File: src/rtl/cpu65_pkg.sv
// Shared types and constants for the 65C02 address-generation logic.
// No timing of its own.
// No flow control of its own.
package cpu65_pkg;

  // Addressing modes as encoded on the mode input; RSVD behaves as ABS.
  typedef enum logic [2:0] {
    ZPX  = 3'd0,
    ZPY  = 3'd1,
    ABSX = 3'd2,
    ABSY = 3'd3,
    INDX = 3'd4,
    INDY = 3'd5,
    ABS  = 3'd6,
    RSVD = 3'd7
  } addr_mode_e;

  typedef enum logic [2:0] {
    IDLE = 3'd0,
    OPLO = 3'd1,
    OPHI = 3'd2,
    PLO  = 3'd3,
    PHI  = 3'd4,
    FIX  = 3'd5,
    DONE = 3'd6
  } agen_state_e;

  localparam logic [7:0] ZP_PAGE = 8'h00;

  // Index register that participates in a given mode (0 for plain absolute).
  function automatic logic [7:0] index_sel(input addr_mode_e m,
                                           input logic [7:0] x,
                                           input logic [7:0] y);
    logic [7:0] r;
    r = 8'h00;
    case (m)
      ZPX, ABSX, INDX: r = x;
      ZPY, ABSY, INDY: r = y;
      default:         r = 8'h00;
    endcase
    return r;
  endfunction

  // Modes whose store/RMW timing always spends the fix-up cycle when asked.
  function automatic logic is_indexed_abs(input addr_mode_e m);
    return (m == ABSX) || (m == ABSY) || (m == INDY);
  endfunction

endpackage

File: src/rtl/index_adder.sv
// 8-bit base plus 8-bit index with carry out, for low-byte address formation.
// Purely combinational, zero cycles.
// No flow control.
module index_adder (
  input  logic [7:0] base,
  input  logic [7:0] index,
  output logic [7:0] sum,
  output logic       carry
);

  // Carry is the page-cross indication for the caller.
  always_comb begin
    {carry, sum} = {1'b0, base} + {1'b0, index};
  end

endmodule

File: src/rtl/indexed_address_gen.sv
// Effective-address generator for indexed / indirect 65C02 addressing modes.
// Latency start->addr_valid: ZP 2, ABS 3 (4 with fix), INDX 4, INDY 4 (5 with fix).
// Stalls in OPLO/OPHI/PLO/PHI until db_valid; start ignored while busy.
module indexed_address_gen
  import cpu65_pkg::*;
#(
  parameter logic [7:0] ZP_BASE = ZP_PAGE
) (
  input  logic        clk,
  input  logic        resb,
  input  logic        start,
  input  logic [2:0]  mode,
  input  logic        always_fix,
  input  logic [7:0]  x_index,
  input  logic [7:0]  y_index,
  input  logic [7:0]  db_in,
  input  logic        db_valid,
  output logic        ptr_req,
  output logic [15:0] ptr_addr,
  output logic        busy,
  output logic [15:0] addr_out,
  output logic        addr_valid,
  output logic        page_cross
);

  agen_state_e state_q, state_d;
  addr_mode_e  mode_q, mode_d;
  logic [7:0]  idx_q, idx_d;
  logic [7:0]  lo_q, lo_d;
  logic [7:0]  ptr_q, ptr_d;
  logic [15:0] addr_q, addr_d;
  logic        carry_q, carry_d;
  logic        page_cross_q, page_cross_d;

  logic [7:0]  add_sum;
  logic        add_carry;
  logic        need_fix;

  // One adder serves both OPHI and PHI: in both, the base low byte sits in lo_q.
  index_adder u_index_adder (
    .base  (lo_q),
    .index (idx_q),
    .sum   (add_sum),
    .carry (add_carry)
  );

  // Fix-up is taken on a real carry, or forced for store/RMW timing.
  always_comb begin
    need_fix = add_carry | (always_fix & is_indexed_abs(mode_q));
  end

  // Next-state and datapath updates for the address sequencer.
  always_comb begin
    state_d      = state_q;
    mode_d       = mode_q;
    idx_d        = idx_q;
    lo_d         = lo_q;
    ptr_d        = ptr_q;
    addr_d       = addr_q;
    carry_d      = carry_q;
    page_cross_d = page_cross_q;

    case (state_q)
      IDLE: begin
        if (start) begin
          mode_d  = addr_mode_e'(mode);
          idx_d   = index_sel(addr_mode_e'(mode), x_index, y_index);
          state_d = OPLO;
        end
      end

      OPLO: begin
        if (db_valid) begin
          lo_d = db_in;
          case (mode_q)
            ZPX, ZPY: begin
              // Zero-page indexing wraps inside the page, never carries out.
              addr_d       = {ZP_BASE, 8'(db_in + idx_q)};
              page_cross_d = 1'b0;
              state_d      = DONE;
            end
            INDX: begin
              ptr_d   = 8'(db_in + idx_q);
              state_d = PLO;
            end
            INDY: begin
              ptr_d   = db_in;
              state_d = PLO;
            end
            default: state_d = OPHI;
          endcase
        end
      end

      OPHI: begin
        if (db_valid) begin
          addr_d  = {db_in, add_sum};
          carry_d = add_carry;
          if (need_fix) begin
            page_cross_d = add_carry;
            state_d      = FIX;
          end else begin
            page_cross_d = 1'b0;
            state_d      = DONE;
          end
        end
      end

      PLO: begin
        if (db_valid) begin
          lo_d    = db_in;
          ptr_d   = 8'(ptr_q + 8'd1);
          state_d = PHI;
        end
      end

      PHI: begin
        if (db_valid) begin
          if (mode_q == INDX) begin
            addr_d       = {db_in, lo_q};
            page_cross_d = 1'b0;
            state_d      = DONE;
          end else begin
            addr_d  = {db_in, add_sum};
            carry_d = add_carry;
            if (need_fix) begin
              page_cross_d = add_carry;
              state_d      = FIX;
            end else begin
              page_cross_d = 1'b0;
              state_d      = DONE;
            end
          end
        end
      end

      FIX: begin
        // Corrected high byte; $FF + carry wraps to $00.
        addr_d  = {8'(addr_q[15:8] + {7'b0, carry_q}), addr_q[7:0]};
        state_d = DONE;
      end

      DONE: begin
        page_cross_d = 1'b0;
        state_d      = IDLE;
      end

      default: state_d = IDLE;
    endcase
  end

  // State registers; reset abandons any computation in flight.
  always_ff @(posedge clk or negedge resb) begin
    if (!resb) begin
      state_q      <= IDLE;
      mode_q       <= ZPX;
      idx_q        <= 8'h00;
      lo_q         <= 8'h00;
      ptr_q        <= 8'h00;
      addr_q       <= 16'h0000;
      carry_q      <= 1'b0;
      page_cross_q <= 1'b0;
    end else begin
      state_q      <= state_d;
      mode_q       <= mode_d;
      idx_q        <= idx_d;
      lo_q         <= lo_d;
      ptr_q        <= ptr_d;
      addr_q       <= addr_d;
      carry_q      <= carry_d;
      page_cross_q <= page_cross_d;
    end
  end

  // All outputs decode directly from registered state.
  always_comb begin
    ptr_req    = (state_q == PLO) || (state_q == PHI);
    ptr_addr   = {ZP_BASE, ptr_q};
    busy       = (state_q != IDLE);
    addr_out   = addr_q;
    addr_valid = (state_q == DONE);
    page_cross = page_cross_q;
  end

endmodule

File: config.mk
export PLATFORM = sky130hd
export DESIGN_NAME = indexed_address_gen
export DESIGN_NICKNAME = d
export VERILOG_FILES = /design/src/rtl/cpu65_pkg.sv /design/src/rtl/index_adder.sv /design/src/rtl/indexed_address_gen.sv
export SDC_FILE = /design/constraint.sdc
export NUM_CORES = 1
export LEC_CHECK = 0
export CAP_MARGIN = 20
export CELL_PAD_IN_SITES_DETAIL_PLACEMENT = 1
export CELL_PAD_IN_SITES_GLOBAL_PLACEMENT = 2
export CORE_MARGIN = 5
export CORE_UTILIZATION = 34
export CTS_CLUSTER_DIAMETER = 40
export DETAILED_ROUTE_END_ITERATION = 10
export GPL_TIMING_DRIVEN = 0
export PLACE_DENSITY = 0.85
export SETUP_SLACK_MARGIN = 0.15
export SYNTH_ARGS = -nofsm -noshare
export SYNTH_HDL_FRONTEND = slang
export SYNTH_SLANG_ARGS = --single-unit
File: constraint.sdc
create_clock -name clk -period 5.2 [get_ports clk]
set_clock_uncertainty 0.05 [all_clocks]
set_input_delay 0.78 -clock clk [delete_from_list [all_inputs] [get_ports clk]]
set_output_delay 0.78 -clock clk [all_outputs]
set_load 0.02 [all_outputs]
==> qor.txt, run 1 <==
Fmax = 322 MHz
Initial DRC Count = 95
Routability cong. = 0.812
Largest family of logic cells by synthesized area = compound AO/OA/AOI/OAI gates
Placed cells = 577
Aggregate global routing overflow = 0
Port bufs = 59
Hold WC Path Type = input pin to async pin
Peak supply drop = 159 uV
Slowest stage delay, CP = 0.57 ns
CTS max path bufs = 2
Critical Path RT = 4.37 ns
DR vias = 3068
Synth area leaders = dfrtp_1 (36%), ha_1 (6.7%), o21ai_0 (5.0%)
Seq/Total Area, Yosys = 35.6%
Area delta synth->final = 26.0%
Worst hold margin = 0.383 ns
Worst Setup End Kind = output pin
CTS buffer count = 5
Vias per inst = 5.25
GR Util All Layers = 18.3%
Cell Pwr Density = 636 mW/mm2
Resized cells post-CTS = 0
Leading area contributor after synthesis = dfrtp_1
TritonRoute pass-1 iters = 4
Ports = 68
CP cell instances = buf_2 -> nand3b_2 -> clkbuf_1 -> o21ai_0 -> clkdlybuf4s50_1
Synthesized flop and latch total = 48
Vias in the first global route = 3259
Most frequent cells after synthesis = dfrtp_1 (48), nand2_1 (39), o21ai_0 (34), nor2_1 (31), a21oi_1 (30)
Post-CTS Setup Inserts = 0
Synth cell types = 66
H-Tree Depth = 2
Adder-cell share of the synthesized area = 7.87%
Post-route ant nets = 0
Mux share of post-synthesis cell area = 3.34%
Clock root buffer = clkbuf_8
Starting Density = 34.6%
CTS tree = yes
Skew-Pair Late Insertion Delay = 0.32 ns
# DRC = 0
Run status = completed
DR WL/cell = 17.4 um
Post-DP HPWL = 8170 um
FFs w/ async S/R, synth = 100%
Worst slack at placement = 2.03 ns
Setup TNS = 0 ns
Die Area = 0.0120 mm2
Area share of the largest cell type after synthesis = 35.6%
Final worst slack = 2.10 ns
Hold-fix buffers, CTS = 0
Inserted Diodes = 0
Final period util = 59.7%
Number of synthesized flops with an enable pin = 0
First-pass GRT wire length = 17000 um
Layout cell share with drive strength beyond 1 = 12.0%
Layout Nets = 503
Final-report max-slew violation count = 0
DRT Wirelength = 10200 um
Post-layout min period = 3.10 ns
Synth Area in Simple Gates = 16.6%
Most common cell in the netlist = dfrtp_1
Initial antenna violation count = 0
Max_slew headroom = 56.4%
Synthesized area = 0.00337 mm2
RSZ-0062 raised after global routing = false
Clock transition at path regs = 0.09 ns
Main flop type after synthesis = dfrtp_1
FP Rows = 36
Core footprint = 0.00973 mm2
Final Setup Violations = 0
Post-synthesis cell count = 377
Endpoints failing hold = 0
DIE WIDTH = 110 um
Synth Area in XOR/XNOR = 3.12%
Final non-filler cell total = 584
Slowest cell on crit path = clkdlybuf4s50_1
Placed instance area = 0.00417 mm2
Critical Path AT = 2.27 ns
Worst Tran Pin Value = 0.648 ns
Avg Inst Size Synth = 8.94 um2
Die span in y = 110 um
Largest net degree at the start of global routing = 28
CP Max Fanout = 10
Number of max-cap violations = 0
Crit start category = flip-flop
Compound-Gate Fraction of Synth Area = 27.4%
Crit Path Class = flip-flop to output pin
Clock sinks = 48
Post-route cell area = 0.00425 mm2
Static leakage = 1.80 nW
Synth Warn # = 0
stage by stage:
stage / utilization, % / total power, mW
after CTS: 43.6 / 2.73
final: 43.6 / 2.70
after global placement: 42.7 / 2.42
after floorplan: - / 1.90
after detailed placement: 42.8 / 2.49
after global routing: 43.6 / 2.94
registers in the layout, summed over array words and instances (netlist names):
| signal | count |
|---|---|
| addr_out | 16 |
| ptr_q | 8 |
| lo_q | 8 |
| idx_q | 8 |
| mode_q | 3 |
| page_cross | 1 |
| state_q | 3 |
| carry_q | 1 |
logic make-up (layout without fill, tap and decap cells):
| family | after synthesis | count (layout) |
|---|---|---|
| other cells | 1 | 8 |
| buf+inv | 36 | 103 |
| fa+ha+maj | 20 | 20 |
| xor+xnor | 12 | 12 |
| simple gates | 111 | 111 |
| compound gates | 139 | 139 |
| flops | 48 | 48 |
| mux | 10 | 10 |
report_power, final:
| group | total [mW] | internal (mW) | switching (mW) |
|---|---|---|---|
| clock network | 0.226 | 0.0919 | 0.134 |
| logic | 1.75 | 0.774 | 0.976 |
| registers | 0.724 | 0.544 | 0.180 |
cells in the final DEF, fill, tap and decap left out, drive strengths merged, types with 6 or more instances in the layout:
cell type      synthesis  routed
nor2                  32      32
dfrtp                 48      48
a21oi                 32      32
conb                   1       8
a31oi                  8       8
xnor2                  7       7
mux2                  10      10
nand2                 39      39
a22oi                 14      14
o21a                   7       7
clkdlybuf4s50          0      58
nand3                  9       9
buf                   19      21
clkbuf                 5      11
o21ai                 40      40
and3                   6       6
inv                   12      12
ha                    18      18
metal layers:
layer	track usage (%)	wire length (um)	vias up
met4	5.34	174	0
li1	-	-	1518
met1	24.2	4700	1463
met5	0	0	-
met3	2.17	327	16
met2	31.3	4960	71
cell type report:
type,count,area [um2]
flip-flops and latches,48,1200
well taps,133,166
repair buffers,60,606
clock inverters,1,5.00
fillers,1164,5480
multi-input cells,300,1990
inverters,12,45.0
plain buffers,24,158
clock buffers,6,72.6
critical path: cells and delay by family (launching register included):
family | cells | cell delay (ns)
and+or+nand+nor | 1 | 0.18
buffers and inverters | 3 | 1.19
AOI/OAI and AO/OA | 1 | 0.15
DFF | 1 | 0.43
worst paths after layout:
check	start	to	slack [ns]	cells after the start
min	resb	state_q[0]$_DFFE_PN0P_	0.38	1
max reg2reg	idx_q[0]$_DFFE_PN0P_	page_cross$_DFFE_PN0P_	2.90	9
min reg2reg	addr_out[0]$_DFFE_PN0P_	addr_out[0]$_DFFE_PN0P_	0.46	2
max	state_q[1]$_DFFE_PN0P_	ptr_req	2.10	5
min in group clk	addr_out[0]$_DFFE_PN0P_	addr_out[0]$_DFFE_PN0P_	0.46	2
max in group asynchronous	resb	addr_out[5]$_DFFE_PN0P_	4.18	2
Note: power is estimated with default switching activity, not from simulation.
==> run 2: changes to the inputs <==
--- a/config.mk
+++ b/config.mk
@@ -9,11 +9,11 @@
 export CELL_PAD_IN_SITES_DETAIL_PLACEMENT = 1
 export CELL_PAD_IN_SITES_GLOBAL_PLACEMENT = 2
 export CORE_MARGIN = 5
-export CORE_UTILIZATION = 34
+export CORE_UTILIZATION = 28
 export CTS_CLUSTER_DIAMETER = 40
 export DETAILED_ROUTE_END_ITERATION = 10
 export GPL_TIMING_DRIVEN = 0
-export PLACE_DENSITY = 0.85
+export PLACE_DENSITY = 0.74
 export SETUP_SLACK_MARGIN = 0.15
 export SYNTH_ARGS = -nofsm -noshare
 export SYNTH_HDL_FRONTEND = slang
==> constraint.sdc (replaced) <==
create_clock -name clk -period 2.5 [get_ports clk]
set_clock_uncertainty 0.05 [all_clocks]
set_input_delay 0.375 -clock clk [delete_from_list [all_inputs] [get_ports clk]]
set_output_delay 0.375 -clock clk [all_outputs]
set_load 0.02 [all_outputs]
==> run 2 against run 1 <==
Net effect: global-route usage shrank 3.1 points; sequential share of layout area shrank 1.1 points; first-iteration DRC count grew 55%; sequential cell count is the same; setup slack lost 1.9 ns; die area grew 19%; cell count grew 2.6%; sequential power grew 110%; via count grew 1.0%; largest power group unchanged.
==> qor.txt, run 2 (same netlist as run 1, synthesis figures left out) <==
Crit Path Class = input pin to flip-flop
Critical Path RT = 2.62 ns
Placed instance area = 0.00419 mm2
Run status = completed
Finished Core Util = 37.1%
Max reg flops = 16
Crit start category = input pin
Final non-filler cell total = 599
Post-DP HPWL = 8410 um
TritonRoute pass-1 iters = 4
Initial antenna violation count = 0
CTS buffer count = 5
Post-layout min period = 2.26 ns
Peak supply drop = 424 uV
Most frequent cells in the layout = clkdlybuf4s50_1 (54), dfrtp_1 (48), nand2_1 (39)
Area of the multi-input gates = 0.00206 mm2
Hold WC Path Type = input pin to async pin
H-Tree Depth = 2
Aggregate global routing overflow = 0
Hold-fix buffers, CTS = 0
Final-report max-slew violation count = 0
Max_slew headroom = 60.0%
Largest net degree at the start of global routing = 26
Initial DRC Count = 147
Worst Setup End Kind = flip-flop
Ports = 68
Inserted Diodes = 0
Worst slack at placement = -0.264 ns
DR vias = 3099
Area delta synth->final = 31.1%
Die span in y = 120 um
Routability cong. = 0.871
Number of max-cap violations = 0
Post-route cell area = 0.00442 mm2
Setup TNS = 0 ns
Port bufs = 59
CP Max Fanout = 5
Endpoints failing hold = 0
DR WL/cell = 17.5 um
Vias per inst = 5.17
RSZ-0062 raised after global routing = false
Final period util = 90.2%
FF+latch area = 0.00120 mm2
Worst hold margin = 0.0187 ns
Layout Nets = 504
Final Setup Violations = 0
Skew-Pair Late Insertion Delay = 0.29 ns
First-pass GRT wire length = 17500 um
FP Rows = 40
DIE WIDTH = 120 um
Core footprint = 0.0119 mm2
# fillers = 1393
# DRC = 0
Tot Pwr = 6.00 mW
Clock transition at path regs = 0.07 ns
Critical Path AT = 2.38 ns
Post-route ant nets = 0
CTS tree = yes
Final worst slack = 0.244 ns
Cell Pwr Density = 1360 mW/mm2
Fmax = 443 MHz
Die Area = 0.0143 mm2
Static leakage = 1.89 nW
Worst Tran Pin Value = 0.593 ns
Vias in the first global route = 3353
Starting Density = 28.3%
GR Util All Layers = 15.1%
Clock sinks = 48
Placed cells = 591
DRT Wirelength = 10500 um
Clock root buffer = clkbuf_16
Most common cell after layout, fill and taps aside = clkdlybuf4s50_1
CTS max path bufs = 2
Layout cell share with drive strength beyond 1 = 14.2%
-- run 2: cell types whose count changed in the layout (fill, tap and decap cells not counted), moves of 3 or more --
cell,previous run,this run
buf_4,10,13
clkbuf_16,0,5
ha_1,18,15
clkbuf_8,5,2
ha_4,0,3
clkdlybuf4s50_1,58,54
-- run 2: metal layers --
layer  part of all wire [%]  GRT usage [%]
met2                     49           26.5
met3                    3.0           2.31
met5                      0              0
met1                     47           19.5
met4                    1.1           3.79
-- run 2: timing repair --
action	in CTS	in global routing
setup endpoints to repair	5	6
buffers inserted	0	2
pin swaps	0	2
gates resized for setup	4	11
-- run 2: critical path, stage by stage --
cell and delay (ns):
clkdlybuf4s50_1 0.64, ha_4 0.28, o21a_1 0.19, o31a_1 0.12, o21a_1 0.19, or3_1 0.34
nand3_1 0.14, a31oi_1 0.10
-- run 2: area by class of cell --
type / instances / share of cell area, %
sequential: 48 / 27.2
timing repair buffer: 62 / 14.1
buffer: 23 / 3.54
tap: 147 / 4.16
multi-input combinational: 300 / 46.5
inverter: 12 / 1.02
clock buffer: 7 / 3.45
-- run 2: report_power, final --
part	internal (mW)	leakage, nW	total (mW)	switching [mW]
sequential	1.13	0.586	1.51	0.379
clock	0.421	0.0760	0.719	0.298
combinational	1.70	1.23	3.77	2.07
-- run 2: final timing paths --
check,start,end,slack (ns),cells past startpoint
worst max register to register,idx_q[0]$_DFFE_PN0P_,state_q[1]$_DFFE_PN0P_,0.25,10
worst min register to register,addr_out[1]$_DFFE_PN0P_,addr_out[1]$_DFFE_PN0P_,0.45,2
min in group clk,addr_out[1]$_DFFE_PN0P_,addr_out[1]$_DFFE_PN0P_,0.45,2
worst max-delay path,db_in[3],addr_out[6]$_DFFE_PN0P_,0.24,8
max in group asynchronous,resb,ptr_q[0]$_DFFE_PN0P_,1.83,2
worst min-delay path,resb,state_q[2]$_DFFE_PN0P_,0.02,1
